File: src/rtl/seq_counter_if.sv
// Bundle of control, table-write and status signals for seq_counter.
// The master drives the controls; the slave (the counter) drives out/idx/wrap.
interface seq_counter_if #(
    parameter int unsigned WIDTH = 3,
    parameter int unsigned DEPTH = 8
);
    localparam int unsigned IW = $clog2(DEPTH);

    logic             en;
    logic             dir;
    logic [IW-1:0]    last_idx;
    logic             load;
    logic [IW-1:0]    load_idx;
    logic             wr_en;
    logic [IW-1:0]    wr_addr;
    logic [WIDTH-1:0] wr_data;
    logic [WIDTH-1:0] out;
    logic [IW-1:0]    idx;
    logic             wrap;

    modport master (
        output en, dir, last_idx, load, load_idx, wr_en, wr_addr, wr_data,
        input  out, idx, wrap
    );

    modport slave (
        input  en, dir, last_idx, load, load_idx, wr_en, wr_addr, wr_data,
        output out, idx, wrap
    );
endinterface

File: src/rtl/seq_counter.sv
// Programmable-sequence counter: steps a pointer through a loadable code table.
// Define SEQ_COUNTER_REVERSE_EN to honour bus.dir (reverse stepping).
module seq_counter #(
    parameter int unsigned WIDTH = 3,
    parameter int unsigned DEPTH = 8
) (
    input logic        clk,
    input logic        reset,
    seq_counter_if.slave bus
);
    localparam int unsigned IW = $clog2(DEPTH);

    logic [IW-1:0]    ptr_q, ptr_d;
    logic             wrap_q, wrap_d;
    logic [WIDTH-1:0] table_q [DEPTH];

    // Out-of-range pointer (last_idx lowered under it) counts as "at the end".
    always_comb begin
        ptr_d  = ptr_q;
        wrap_d = 1'b0;
        if (bus.load) begin
            ptr_d = (bus.load_idx <= bus.last_idx) ? bus.load_idx : '0;
        end else if (bus.en) begin
`ifdef SEQ_COUNTER_REVERSE_EN
            if (bus.dir) begin
                if ((ptr_q != '0) && (ptr_q <= bus.last_idx)) begin
                    ptr_d = ptr_q - 1'b1;
                end else begin
                    ptr_d  = bus.last_idx;
                    wrap_d = 1'b1;
                end
            end else
`endif
            if (ptr_q < bus.last_idx) begin
                ptr_d = ptr_q + 1'b1;
            end else begin
                ptr_d  = '0;
                wrap_d = 1'b1;
            end
        end
    end

`ifndef SEQ_COUNTER_REVERSE_EN
    logic unused_dir;
    assign unused_dir = bus.dir;
`endif

    always_ff @(posedge clk) begin
        if (reset) begin
            ptr_q  <= '0;
            wrap_q <= 1'b0;
        end else begin
            ptr_q  <= ptr_d;
            wrap_q <= wrap_d;
        end
    end

    always_ff @(posedge clk) begin
        if (reset) begin
            for (int unsigned i = 0; i < DEPTH; i++) begin
                table_q[i] <= WIDTH'(i);
            end
        end else if (bus.wr_en) begin
            table_q[bus.wr_addr] <= bus.wr_data;
        end
    end

    assign bus.out  = table_q[ptr_q];
    assign bus.idx  = ptr_q;
    assign bus.wrap = wrap_q;
endmodule

File: src/flat_wrapper.sv
// flat-port wrapper written by rule: the top's interface ports become plain ports
module seq_counter_flat 
#(
    parameter int unsigned WIDTH = 3,
    parameter int unsigned DEPTH = 8
)
  (clk, reset, bus_en, bus_dir, bus_last_idx, bus_load, bus_load_idx, bus_wr_en, bus_wr_addr, bus_wr_data, bus_out, bus_idx, bus_wrap);
  seq_counter_if #(.WIDTH(WIDTH), .DEPTH(DEPTH)) bus_i ();
  input logic clk;
  input logic reset;
  input wire logic [$bits(bus_i.en)-1:0] bus_en;
  input wire logic [$bits(bus_i.dir)-1:0] bus_dir;
  input wire logic [$bits(bus_i.last_idx)-1:0] bus_last_idx;
  input wire logic [$bits(bus_i.load)-1:0] bus_load;
  input wire logic [$bits(bus_i.load_idx)-1:0] bus_load_idx;
  input wire logic [$bits(bus_i.wr_en)-1:0] bus_wr_en;
  input wire logic [$bits(bus_i.wr_addr)-1:0] bus_wr_addr;
  input wire logic [$bits(bus_i.wr_data)-1:0] bus_wr_data;
  output wire logic [$bits(bus_i.out)-1:0] bus_out;
  output wire logic [$bits(bus_i.idx)-1:0] bus_idx;
  output wire logic [$bits(bus_i.wrap)-1:0] bus_wrap;
  assign bus_i.en = bus_en;
  assign bus_i.dir = bus_dir;
  assign bus_i.last_idx = bus_last_idx;
  assign bus_i.load = bus_load;
  assign bus_i.load_idx = bus_load_idx;
  assign bus_i.wr_en = bus_wr_en;
  assign bus_i.wr_addr = bus_wr_addr;
  assign bus_i.wr_data = bus_wr_data;
  assign bus_out = bus_i.out;
  assign bus_idx = bus_i.idx;
  assign bus_wrap = bus_i.wrap;
  seq_counter #(.WIDTH(WIDTH), .DEPTH(DEPTH)) u_core (.clk(clk), .reset(reset), .bus(bus_i));
endmodule
File: config.mk
export PLATFORM = sky130hd
export DESIGN_NAME = seq_counter_flat
export DESIGN_NICKNAME = d
export VERILOG_FILES = /design/src/rtl/seq_counter_if.sv /design/src/rtl/seq_counter.sv /design/src/flat_wrapper.sv
export SDC_FILE = /design/constraint.sdc
export NUM_CORES = 1
export LEC_CHECK = 0
export ABC_AREA = 1
export BUFFER_PORTS_ARGS = -buffer_cell sky130_fd_sc_hd__buf_2
export CAP_MARGIN = 20
export CORE_ASPECT_RATIO = 0.8
export CORE_UTILIZATION = 53
export DETAILED_ROUTE_END_ITERATION = 16
export HOLD_SLACK_MARGIN = 0.15
export PLACE_DENSITY = 0.76
export SETUP_SLACK_MARGIN = 0.05
export SLEW_MARGIN = 20
export SYNTH_ARGS = -nofsm -noshare
export SYNTH_HDL_FRONTEND = slang
export SYNTH_SLANG_ARGS = --single-unit
File: constraint.sdc
create_clock -name clk -period 3.85 [get_ports clk]
set_clock_uncertainty 0.15 [all_clocks]
set_input_delay 0.385 -clock clk [delete_from_list [all_inputs] [get_ports clk]]
set_output_delay 0.385 -clock clk [all_outputs]
set_load 0.02 [all_outputs]
* Word level (Yosys, flattened, before mapping) *
Memory sizes are Yosys's and may differ from the RTL's. A register that Yosys moved wholly into a read port is not among the register bits.
Cells that the tools add are included.

storage, ports and cells
  flip-flop bits (word level) = 4
  RAM bits = 24
  output and inout bits = 7
  word-level logic and storage cells = 25
  memories kept = 1

cells by class
  $add $sub $neg = 1
  order comparisons = 2
  muxes and demuxes = 15
  bitwise operators = 1
  reduce and logical (&&, ||, !) cells = 3

memories
  name            depth  width  rd ports  clocked after Yosys merged registers in  write ports  line               RTL
  u_core.table_q  8      3      1         1                                        8            seq_counter.sv:15  logic [WIDTH-1:0] table_q [DEPTH];

operator list
  kind                                          count
  2-to-1 mux 3 bit                              8
  2-to-1 mux 1 bit                              7
  OR reduction 3 bit                            2
  adder 3 x 1 -> 3 bit (second input constant)  1
  less-or-equal comparator 3 bit                1
  < comparator 3 bit                            1
  nonzero test 2 bit                            1
  NOT 1 bit                                     1

* Depth between registers and ports, before layout *
  depth in word-level cells = 6
  depth in mapped cells = 10
  gate-level depth less buffers = 10

* Worst setup path before layout *
No wires, ideal clock.

  kind = register to register
  start point = register u_core.ptr_q[2], in the netlist u_core.bus.idx[2]
  end point = register with a tool-made name
  data arrival time = 1271 ps
  required time = 3641 ps
  slack = 2370 ps
  stages on the path, launching flop included = 7
  path buffers = 0
  cells stage by stage = dfxtp_1 -> ha_1 -> a21oi_1 -> nand4_1 -> nand3_1 -> nand2_1 -> inv_1

RTL lines
  element                 line               RTL
  from (decl)             seq_counter.sv:13  logic [IW-1:0] ptr_q, ptr_d;
  from (signal assigned)  seq_counter.sv:53  ptr_q <= ptr_d;

==> impl_results.html <==
<table>
<tr><th>Metric</th><th>Value</th></tr>
<tr><th colspan="2">Yosys</th></tr>
<tr><td>Post-synthesis net count</td><td>221</td></tr>
<tr><td>Library cell with the largest summed area after synthesis</td><td>sky130_fd_sc_hd__edfxtp_1</td></tr>
<tr><td>Cell types with the highest counts after synthesis</td><td>sky130_fd_sc_hd__nand2_1, sky130_fd_sc_hd__nor2_1, sky130_fd_sc_hd__edfxtp_1, sky130_fd_sc_hd__inv_1, sky130_fd_sc_hd__o21ai_0</td></tr>
<tr><td>Synthesized netlist cell count</td><td>197</td></tr>
<tr><td>Predominant post-synthesis flop cell</td><td>sky130_fd_sc_hd__edfxtp_1</td></tr>
<tr><td>Netlist Area Pre-Place</td><td>1680 µm²</td></tr>
<tr><td>Syn. warnings</td><td>0</td></tr>
<tr><td>Average cell area after synthesis</td><td>8.55 µm²</td></tr>
<tr><td>Yosys top cell area share</td><td>42.8%</td></tr>
<tr><td>Proportion of synthesized flip-flops having asynchronous set or reset</td><td>0%</td></tr>
<tr><td>Most numerous cell in the Yosys netlist</td><td>sky130_fd_sc_hd__nand2_1</td></tr>
<tr><td>Post-synth EDFFs</td><td>24</td></tr>
<tr><td>Number of distinct library cell variants in the gate-level netlist after synthesis</td><td>19</td></tr>
<tr><td>Synthesized flop and latch total</td><td>31</td></tr>
<tr><td>Ranking of synthesized cells by area</td><td>sky130_fd_sc_hd__edfxtp_1, sky130_fd_sc_hd__nand2_1, sky130_fd_sc_hd__dfxtp_1</td></tr>
<tr><td>Sequential area share after synthesis</td><td>51.1%</td></tr>
<tr><th colspan="2">Critical path</th></tr>
<tr><td>Largest fanout on the critical path</td><td>13</td></tr>
<tr><td>Critical R2R Launch</td><td>u_core.bus.idx[2]$_SDFFE_PP0N_</td></tr>
<tr><td>Worst reg-to-reg setup slack</td><td>2240 ps</td></tr>
<tr><td>Kind of capture point of the worst setup path</td><td>primary output</td></tr>
<tr><td>Data required time at the worst endpoint</td><td>3310 ps</td></tr>
<tr><td>Crit path DAT</td><td>1750 ps</td></tr>
<tr><td>Nature of the critical path startpoint</td><td>flop</td></tr>
<tr><td>Startpoint-to-endpoint class of the critical path</td><td>reg -&gt; out</td></tr>
<tr><td>Worst-case reg-to-reg path depth</td><td>6</td></tr>
<tr><th colspan="2">Place</th></tr>
<tr><td>Global placer's final weighted congestion</td><td>0.868</td></tr>
<tr><td>Port buffer count</td><td>23</td></tr>
<tr><td>DP Cell Count</td><td>254</td></tr>
<tr><td>Post-DP HPWL</td><td>2510 µm</td></tr>
<tr><th colspan="2">Routing</th></tr>
<tr><td>Remaining number of nets flagged by the antenna check after routing</td><td>0</td></tr>
<tr><td>Drt pass-1 iters</td><td>4</td></tr>
<tr><td>Number of vias per cell after detailed routing</td><td>5.16</td></tr>
<tr><td>Detailed-route wire length</td><td>3330 µm</td></tr>
<tr><td>Post-detailed-route wirelength per cell</td><td>12.7 µm</td></tr>
<tr><td>Drc violations</td><td>0</td></tr>
<tr><td>1st-iter DRT viols</td><td>97</td></tr>
<tr><td>Total via count after detailed routing</td><td>1353</td></tr>
<tr><th colspan="2">Min path</th></tr>
<tr><td>Endpoint of the worst hold-timing path</td><td>u_core.bus.wrap$_SDFF_PP0_</td></tr>
<tr><td>Start point of the worst min-delay path</td><td>bus_en</td></tr>
<tr><td>Hold-critical path depth</td><td>3</td></tr>
<tr><td>Hold WC Path Type</td><td>in -&gt; reg</td></tr>
<tr><th colspan="2">Die</th></tr>
<tr><td>Die Width</td><td>65.0 µm</td></tr>
<tr><td>Y dimension of the die</td><td>52.4 µm</td></tr>
<tr><td>Boundary Pins</td><td>25</td></tr>
<tr><td>Core Region</td><td>2890 µm²</td></tr>
<tr><td>Floorplan row count</td><td>17</td></tr>
<tr><td>Starting density of the core</td><td>58.2%</td></tr>
<tr><td>Area of the die</td><td>3410 µm²</td></tr>
<tr><th colspan="2">CTS</th></tr>
<tr><td>Quantity of hold-fixing buffers added after cts</td><td>0</td></tr>
<tr><td>CTS tree</td><td>yes</td></tr>
<tr><td>Post-CTS Setup Bufs</td><td>0</td></tr>
<tr><td>Clock tree root buffer cell</td><td>sky130_fd_sc_hd__clkbuf_8</td></tr>
<tr><td>CTS H-tree depth</td><td>2</td></tr>
<tr><td>Clock sink count</td><td>31</td></tr>
<tr><td>Clock transition at the register clock pins on the worst setup and hold paths after CTS</td><td>60 ps</td></tr>
<tr><td>Max Root-Sink Buffers</td><td>2</td></tr>
<tr><td>Skew-Pair Late Insertion Delay</td><td>280 ps</td></tr>
<tr><td>Cts bufs inserted</td><td>5</td></tr>
<tr><td># resized after CTS</td><td>0</td></tr>
<tr><th colspan="2">Global routing</th></tr>
<tr><td>Initial antenna violation count</td><td>0</td></tr>
<tr><td>Combined global-route utilization of all metal layers</td><td>22.4%</td></tr>
<tr><td>GR Overflow Total</td><td>0</td></tr>
<tr><td>Via count of the first global-routing pass</td><td>1261</td></tr>
<tr><td>Wire length of the first global-routing pass</td><td>5510 µm</td></tr>
<tr><td>Largest net degree at the start of global routing</td><td>14</td></tr>
<tr><th colspan="2">Timing</th></tr>
<tr><td>Maximum clock frequency</td><td>437 MHz</td></tr>
<tr><td>Aggregate negative setup slack</td><td>0 ps</td></tr>
<tr><td>Max-slew headroom</td><td>69.9%</td></tr>
<tr><td>Endpoints failing hold</td><td>0</td></tr>
<tr><td>Minimum period implied by the final worst setup slack</td><td>2290 ps</td></tr>
<tr><td>Number of pins exceeding their max-slew limit in the final report</td><td>0</td></tr>
<tr><td>Final setup viols</td><td>0</td></tr>
<tr><td>Share of the clock period used by the worst path</td><td>59.4%</td></tr>
<tr><td>Setup repair after global routing missed its margin</td><td>false</td></tr>
<tr><td>Worst Tran Pin Value</td><td>447 ps</td></tr>
<tr><th colspan="2">Cells and area</th></tr>
<tr><td>Final nets</td><td>247</td></tr>
<tr><td>Inserted Diodes</td><td>0</td></tr>
<tr><td>Fraction of layout instances using a drive strength above 1</td><td>23.7%</td></tr>
<tr><td>Area growth from synthesis to layout</td><td>14.3%</td></tr>
<tr><td>Number of filler instances in the final layout</td><td>264</td></tr>
<tr><td>Final std cells w/o fill</td><td>262</td></tr>
<tr><th colspan="2">Outcome</th></tr>
<tr><td>Outcome</td><td>complete, no violations</td></tr>
<tr><th colspan="2">Power</th></tr>
<tr><td>Leak Pwr</td><td>0.878 nW</td></tr>
<tr><td>Max IR drop VDD</td><td>0.258 mV</td></tr>
<tr><td>Total power per unit cell area</td><td>443 nW/µm²</td></tr>
<tr><th colspan="2">Job</th></tr>
<tr><td>Count of maximum capacitance violations</td><td>0</td></tr>
</table>
## how the worst max path moves through the flow
stage	start	endpoint	slack, ps	cells past startpoint
after CTS	flop	bus_out[0]	1540	6
after detailed placement	flop	bus_out[0]	1840	6
after floorplan	u_core.bus.idx[2]$_SDFFE_PP0N_	flop	2370	6
after global placement	flop	bus_out[2]	1870	6
after global routing	flop	bus_out[0]	1360	6
final	flop	bus_out[0]	1560	6
## metal layers
layer / routed length [µm] / vias up / track usage [%]
li1: - / 679 / -
met1: 1510 / 624 / 27.5
met2: 1560 / 44 / 38.0
met3: 226 / 6 / 5.65
met4: 31 / 0 / 8.70
met5: 0 / - / 0
## power by group
part / internal [mW] / switching (mW)
sequential: 0.382 / 0.0156
clock: 0.209 / 0.120
combinational: 0.0423 / 0.0837
## sequential cells by signal (all words and copies together) (netlist names), named ones only
signal,count
u_core.table_q,24
u_core.bus.idx,3
u_core.bus.wrap,1
## cells in the final DEF (no fill, tap or decap), drive strengths merged
| cell | synthesis | final |
|---|---|---|
| nand4 | 3 | 3 |
| edfxtp | 24 | 24 |
| dfxtp | 7 | 7 |
| bufinv | 0 | 1 |
| ha | 6 | 6 |
| nand2 | 45 | 45 |
| inv | 31 | 31 |
| nor2 | 45 | 45 |
| nand3 | 8 | 8 |
| clkinv | 0 | 1 |
| buf | 4 | 23 |
| xor2 | 1 | 1 |
| a21oi | 4 | 4 |
| clkbuf | 0 | 6 |
| o21ai | 19 | 19 |
## kinds of logic after synthesis
group                    synth area share [%]
AND/OR/NAND/NOR                          27.9
AO/OA/AOI/OAI                            6.84
adder cells (fa/ha/maj)                  4.46
buffers and inverters                    9.21
flip-flops                               51.1
XOR/XNOR                                0.520
## metrics by stage
step | setup WS (ps) | util [%] | hold slack, ps | instance area (µm²) | total power [mW]
after floorplan | 2370 | - | 376 | 1680 | 0.492
after global placement | 1870 | 62.5 | 473 | 1810 | 0.525
after detailed placement | 1840 | 62.5 | 483 | 1810 | 0.530
after CTS | 1540 | 66.6 | 230 | 1930 | 0.855
after global routing | 1360 | 66.6 | 251 | 1930 | 0.885
final | 1560 | 66.6 | 229 | 1930 | 0.854
## critical path, stage by stage (launching register included)
cell                      delay [ps]
sky130_fd_sc_hd__dfxtp_1         570
sky130_fd_sc_hd__inv_1           280
sky130_fd_sc_hd__o21ai_0         240
sky130_fd_sc_hd__o21ai_0         110
sky130_fd_sc_hd__nand2_1          80
sky130_fd_sc_hd__nand2_1          50
sky130_fd_sc_hd__buf_2           150
## area by class of cell
type                       instances  area (µm²)  area share [%]
clock buffer                       6        82.6            4.29
clock inverter                     2        35.0            1.82
inverter                          31         116            6.04
multi-input combinational        131         668            34.7
sequential                        31         861            44.7
tap                               38        47.5            2.47
timing repair buffer              23         115            5.98
No activity file was read; power rests on OpenSTA's default activity.
